### config.mk
export PLATFORM = sky130hd
export DESIGN_NAME = seg7_bcd_ctrl
export DESIGN_NICKNAME = d
export VERILOG_FILES = /design/src/rtl/seg7_bcd_ctrl.sv
export SDC_FILE = /design/constraint.sdc
export NUM_CORES = 1
export LEC_CHECK = 0
export CAP_MARGIN = 20
export CORE_AREA = 2 2 85 87
export DETAILED_ROUTE_END_ITERATION = 10
export DIE_AREA = 0 0 87 89
export PLACE_DENSITY = 0.72
export SYNTH_ARGS = -nofsm -noshare
export SYNTH_HDL_FRONTEND = slang
export SYNTH_SLANG_ARGS = --single-unit
### constraint.sdc
create_clock -name clk -period 2 [get_ports clk]
set_input_delay 0.4 -clock clk [delete_from_list [all_inputs] [get_ports clk]]
set_output_delay 0.4 -clock clk [all_outputs]
set_load 0.005 [all_outputs]
### src/rtl/seg7_bcd_ctrl.sv
// seg7_bcd_ctrl: sequential double-dabble binary-to-BCD converter with leading-zero blanking for seg7 digits
module seg7_bcd_ctrl #(
  parameter int WIDTH = 16,
  parameter int DIGITS = 5
) (
  input  logic                  clk,
  input  logic                  rst,
  input  logic                  start,
  input  logic [WIDTH-1:0]      value,
  input  logic                  blank_lz,
  output logic                  busy,
  output logic                  done,
  output logic                  overflow,
  output logic [4*DIGITS-1:0]   digits
);
  localparam int CW = $clog2(WIDTH + 1);
  typedef enum logic [1:0] {IDLE, SHIFT, FIN} state_t;
  state_t state, state_n;
  logic [4*DIGITS-1:0] bcd, adj, disp;
  logic [WIDTH-1:0] bin;
  logic [CW-1:0] cnt;
  logic [DIGITS:0] nz;
  logic sticky, lz;
  assign nz[DIGITS] = 1'b0;
  genvar i;
  generate
    for (i = 0; i < DIGITS; i++) begin : g_dig
      assign adj[4*i+:4] = bcd[4*i+:4] >= 4'd5 ? bcd[4*i+:4] + 4'd3 : bcd[4*i+:4];
      // nz[i]: some nibble at or above digit i is nonzero
      assign nz[i] = nz[i+1] | (bcd[4*i+:4] != 4'd0);
      assign disp[4*i+:4] = (sticky || (lz && i != 0 && !nz[i])) ? 4'hF : bcd[4*i+:4];
    end
  endgenerate
  always_comb begin
    state_n = (state == IDLE && start) ? SHIFT :
              (state == SHIFT && cnt == '0) ? FIN :
              (state == FIN) ? IDLE : state;
  end
  always_ff @(posedge clk) begin
    if (rst) begin
      state <= IDLE;
      busy <= 1'b0;
      done <= 1'b0;
      overflow <= 1'b0;
      digits <= '1;
      bcd <= '0;
      bin <= '0;
      cnt <= '0;
      sticky <= 1'b0;
      lz <= 1'b0;
    end else begin
      state <= state_n;
      busy <= state_n != IDLE;
      done <= state == FIN;
      if (state == IDLE && start) begin
        bin <= value;
        lz <= blank_lz;
        bcd <= '0;
        sticky <= 1'b0;
        cnt <= CW'(WIDTH - 1);
      end
      if (state == SHIFT) begin
        {bcd, bin} <= {adj[4*DIGITS-2:0], bin, 1'b0};
        sticky <= sticky | adj[4*DIGITS-1];
        cnt <= cnt - 1'b1;
      end
      if (state == FIN) begin
        digits <= disp;
        overflow <= sticky;
      end
    end
  end
endmodule

Word level (Yosys, flattened, before mapping)
Index checks and enable logic that the tools add are counted.
- multiplexer cells: 21
- $add $sub $neg: 6
- $lt $le $gt $ge: 5
- equal/unequal tests: 2
- reductions and logical operators: 23
- bitwise gates (word level): 4
- operator list (kind ; number):
    $mux 20 ; 2
    $mux 4 ; 10
    $mux 16 ; 2
    $add 4x2->4 const B ; 5
    $ge 4x3->1 const B ; 5
    $reduce_bool 4->1 ; 4
    $mux 5 ; 2
    $logic_and 1x1->1 ; 6
    $mux 2 ; 3
    $logic_not 5->1 ; 1
    $sub 5x1->5 const B ; 1
    $logic_not 1->1 ; 4
    $logic_or 1x1->1 ; 4
    $or 1x1->1 ; 4
    $reduce_bool 2->1 ; 2
    $eq 2x1->1 const B ; 1
    $eq 2x2->1 const B ; 1
    $logic_not 2->1 ; 1
    $mux 1 ; 2
    $reduce_or 2->1 ; 1
- input bits: 20
- output and inout port bits: 23
- word-level logic and storage cells: 72
- register bits after elaboration: 68

Logic depth before layout (Yosys ltp)
- depth in word-level cells: 8
- gate-level depth with buffers: 6

Worst setup path before layout
OpenSTA, ideal clock, no wires.
- path kind: register -> register
- from: register bcd[16]
- to: register digits[8]
- clock period less this slack: 1.533 ns
- arrival time: 1.411 ns
- stages on the path, launching flop included: 7
- slack: 0.467 ns
- path buffers: 1
- cell sequence: dfxtp_1 -> inv_1 -> ha_1 -> nor4bb_1 -> buf_2 -> and3_1 -> o32a_1
- cells in the longest elaborated chain, start to end: 7
- RTL lines (item ; line ; RTL):
    from (decl) ; 19 ; logic [4*DIGITS-1:0] bcd, adj, disp;
    from (signal assigned) ; 63 ; {bcd, bin} <= {adj[4*DIGITS-2:0], bin, 1'b0};
    $reduce_bool 4->1 ; 30 ; assign nz[i] = nz[i+1] | (bcd[4*i+:4] != 4'd0);
    $or 1x1->1 (2 in series) ; 30 ;
    $logic_not 1->1 ; 31 ; assign disp[4*i+:4] = (sticky || (lz && i != 0 && !nz[i])) ? 4'hF : bcd[4*i+:4];
    $logic_and 1x1->1 ; 31 ;
    $logic_or 1x1->1 ; 31 ;
    $mux 4 ; 31 ;
    to (signal assigned) ; 68 ; digits <= disp;
    to (decl) ; 14 ; output logic [4*DIGITS-1:0] digits
No other way between the ends.
A chain may end at the register's enable or synchronous reset.

Final worst setup path
- from: register bcd[16]
- to: register digits[9]
The elaborated chain is that of the path after synthesis.

==> out/metrics.yaml <==
outcome:
  status: "complete, no violations"
worst_setup_path:
  worstSetupStartpoint: "bcd[16]$_SDFFE_PP0P_"
  worstPathArrival_ns: 1.94
  r2r_slack_ns: 0.30
  required_ns: 2.24
  crit_fanout: 10
  reg2reg_from: "bcd[16]$_SDFFE_PP0P_"
  cp-end-kind: "flip-flop"
  cp-start-kind: "flip-flop"
  critPathKind: "flip-flop to flip-flop"
grt:
  grt_max_degree: 22
  grt_antenna_before_repair: 0
  grt_usage_pct: 21.7
  grt_pass1_wl_mm: 13.4
  grt_overflow: 0
  grt_pass1_vias: 2867
finish:
  final_util_pct: 61.2
  area_growth_pct: 23.1
  fillers: 609
  diodes: 0
  final_nets: 469
  multi_input_area_um2: 1700
  fin_cells: 519
  drive_above_1_share_pct: 8.66
  seqCellArea_um2: 1360
cts:
  clk_path_buf_depth: 2
  clkSinkCount: 68
  cts_tree: "done"
  h-tree-depth: 3
  clk_pin_slew_ns: 0.08
  cts-root-buf: "clkbuf_8"
  clk_latency_ns: 0.35
  post_cts_buffers: 0
  cts_resized: 0
  cts_hold_buf: 0
  cts_inserted_buffers: 9
die:
  start_util_pct: 49.7
  ioPinCount: 43
  die_y_um: 89
  die-area_um2: 7740
  fp.dieW_um: 87
  rows: 30
  core_area_um2: 6720
routing:
  vias: 2978
  vias_per_cell: 5.74
  drt-initial-drc-count: 108
  firstDrtPassIters: 4
  drcViolationCount: 0
  drt_wl_total_mm: 7.85
  postRouteAntennaNets: 0
  wl_per_cell_um: 15.1
sta:
  rsz0062_at_grt: "false"
  slew_headroom_pct: 66.9
  max_freq_mhz: 587
  slew_viol_final: 0
  hold_viol: 0
  tightest_slew_ns: 0.490
  skew_ns: 0.00769
  finalSetupTns_ns: 0
  post-route-period-util_pct: 85.1
  period_minus_slack_ns: 1.70
  fin_ws_ns: 0.298
  setup_viol: 0
power_and_ir_drop:
  p_per_area_nw_per_um2: 806
  p_total_mw: 3.32
  power_leakage_nw: 1.50
  peakVddDrop_v: 0.000380
yosys:
  synth_nets: 425
  yosys_register_bits: 68
  ys_seq_area_share_pct: 40.7
  synth_edf_count: 0
  synth_cells: 390
  syn_area_um2: 3340
  synthFlopType: "dfxtp_1"
  avgSynthCellArea_um2: 8.57
  ys_types: 49
  yosysWarnings: 0
  synthArstFlopShare_pct: 0
placement:
  place_ws_ns: 0.0235
  dp_hpwl_mm: 5.43
  dpl.cell_count: 503
  place_congestion: 0.914
  port_buffers: 42
run:
  drv_cap: 0
hold_path:
  hp-start: "overflow$_SDFFE_PP0P_"
  min_path_type: "flip-flop to flip-flop"
[registers in the layout, indices dropped and copies added, names as in the netlist]
register and cells:
bcd 20, bin 16, busy 1, cnt 5, digits 20, done 1
lz 1, overflow 1, state 2, sticky 1
[stage by stage]
step	instance area (um2)	hold slack, ns
3_3_place_gp	3860	0.451
2_1_floorplan	3340	0.450
6_report	4110	0.470
5_1_grt	4110	0.492
3_5_place_dp	3860	0.463
4_1_cts	4110	0.479
[synthesized netlist by cell type (3+ instances only)]
| cell type | number | share of area, % |
|---|---|---|
| inv_1 | 36 | 4.0 |
| nand2b_1 | 8 | 1.5 |
| clkbuf_1 | 8 | 0.90 |
| o21a_1 | 5 | 1.1 |
| dfxtp_1 | 68 | 41 |
| nor3_1 | 5 | 0.75 |
| a21oi_1 | 24 | 3.6 |
| o2111ai_1 | 10 | 2.6 |
| o21ai_1 | 4 | 0.60 |
| nor4b_1 | 6 | 1.6 |
| nand3_1 | 18 | 2.7 |
| ha_1 | 15 | 5.6 |
| o31ai_1 | 5 | 1.1 |
| buf_2 | 12 | 1.8 |
| buf_4 | 4 | 0.90 |
| o21ai_0 | 28 | 4.2 |
| nand2_1 | 15 | 1.7 |
| a211oi_1 | 6 | 1.3 |
| nor2b_1 | 7 | 1.3 |
| o211ai_1 | 12 | 2.7 |
| a22o_1 | 14 | 3.7 |
| o32ai_1 | 5 | 1.3 |
| o32a_1 | 4 | 1.2 |
| a2bb2oi_1 | 4 | 1.0 |
| nor2_1 | 32 | 3.6 |
| nor3b_2 | 3 | 1.1 |
[final timing paths]
kind | end | cells after the start
setup reg to reg | digits[9]$_SDFFE_PP1P_ | 6
hold reg to reg | overflow$_SDFFE_PP0P_ | 2
hold / removal | overflow$_SDFFE_PP0P_ | 2
setup / recovery | digits[9]$_SDFFE_PP1P_ | 6
[cells by family after synthesis]
kind of cell    Yosys count  synth area share (%)
compound gates          132                  27.3
simple gates            106                  17.0
flops                    68                  40.7
buf+inv                  65                  8.27
fa+ha+maj                15                  5.62
xor+xnor                  2                 0.524
mux                       2                 0.599
[power breakdown]
| part | leakage (nW) | total (mW) | internal [mW] | switching (mW) |
|---|---|---|---|---|
| clock network | 0.122 | 1.41 | 0.862 | 0.547 |
| registers | 0.555 | 1.47 | 1.43 | 0.0482 |
| logic | 0.821 | 0.433 | 0.212 | 0.221 |
[layer usage]
| metal | GRT usage (%) | vias up | routed length [um] |
|---|---|---|---|
| li1 | - | 1493 | - |
| met1 | 28.6 | 1404 | 3770 |
| met2 | 35.4 | 69 | 3690 |
| met3 | 4.16 | 12 | 285 |
| met4 | 8.24 | 0 | 105 |
| met5 | 0 | - | 0 |
[critical path, stage by stage (launching register included)]
cell and delay, ns:
dfxtp_1 0.43, inv_1 0.11, ha_1 0.21, nor4bb_1 0.14, buf_4 0.18, and3_1 0.19, o32a_1 0.33
[placed cells by master (no fill, tap or decap), types with 2 or more instances in the layout]
| cell | n |
|---|---|
| nand3b_1 | 2 |
| clkdlybuf4s50_1 | 42 |
| nor2b_1 | 7 |
| xnor2_1 | 2 |
| o21ai_1 | 4 |
| o21a_1 | 5 |
| nand2_1 | 15 |
| o211ai_1 | 12 |
| mux2i_1 | 2 |
| a22o_1 | 14 |
| o31ai_1 | 5 |
| clkinv_1 | 2 |
| buf_4 | 18 |
| nand4_1 | 2 |
| nand2b_1 | 8 |
| a21oi_1 | 24 |
| bufinv_16 | 3 |
| a2bb2oi_1 | 4 |
| clkbuf_8 | 10 |
| o21ai_0 | 28 |
| nand3_1 | 18 |
| a221oi_1 | 2 |
| inv_1 | 36 |
| nor3b_1 | 2 |
| a211oi_1 | 6 |
| dfxtp_1 | 68 |
| nor2_1 | 32 |
| o32ai_1 | 5 |
| nor3_1 | 5 |
| nor3b_2 | 3 |
| ha_1 | 15 |
| o32a_1 | 4 |
| nor4b_1 | 6 |
| and3_1 | 2 |
| o2111ai_1 | 10 |
[final cells by class]
class | instances | area share, %
Multi-Input combinational cell | 257 | 41.4
Clock buffer | 10 | 3.35
Inverter | 38 | 3.47
Sequential cell | 68 | 33.1
Timing Repair Buffer | 60 | 13.5
Clock inverter | 6 | 2.71
Tap cell | 80 | 2.43
Power figures use the tool's default switching activity.
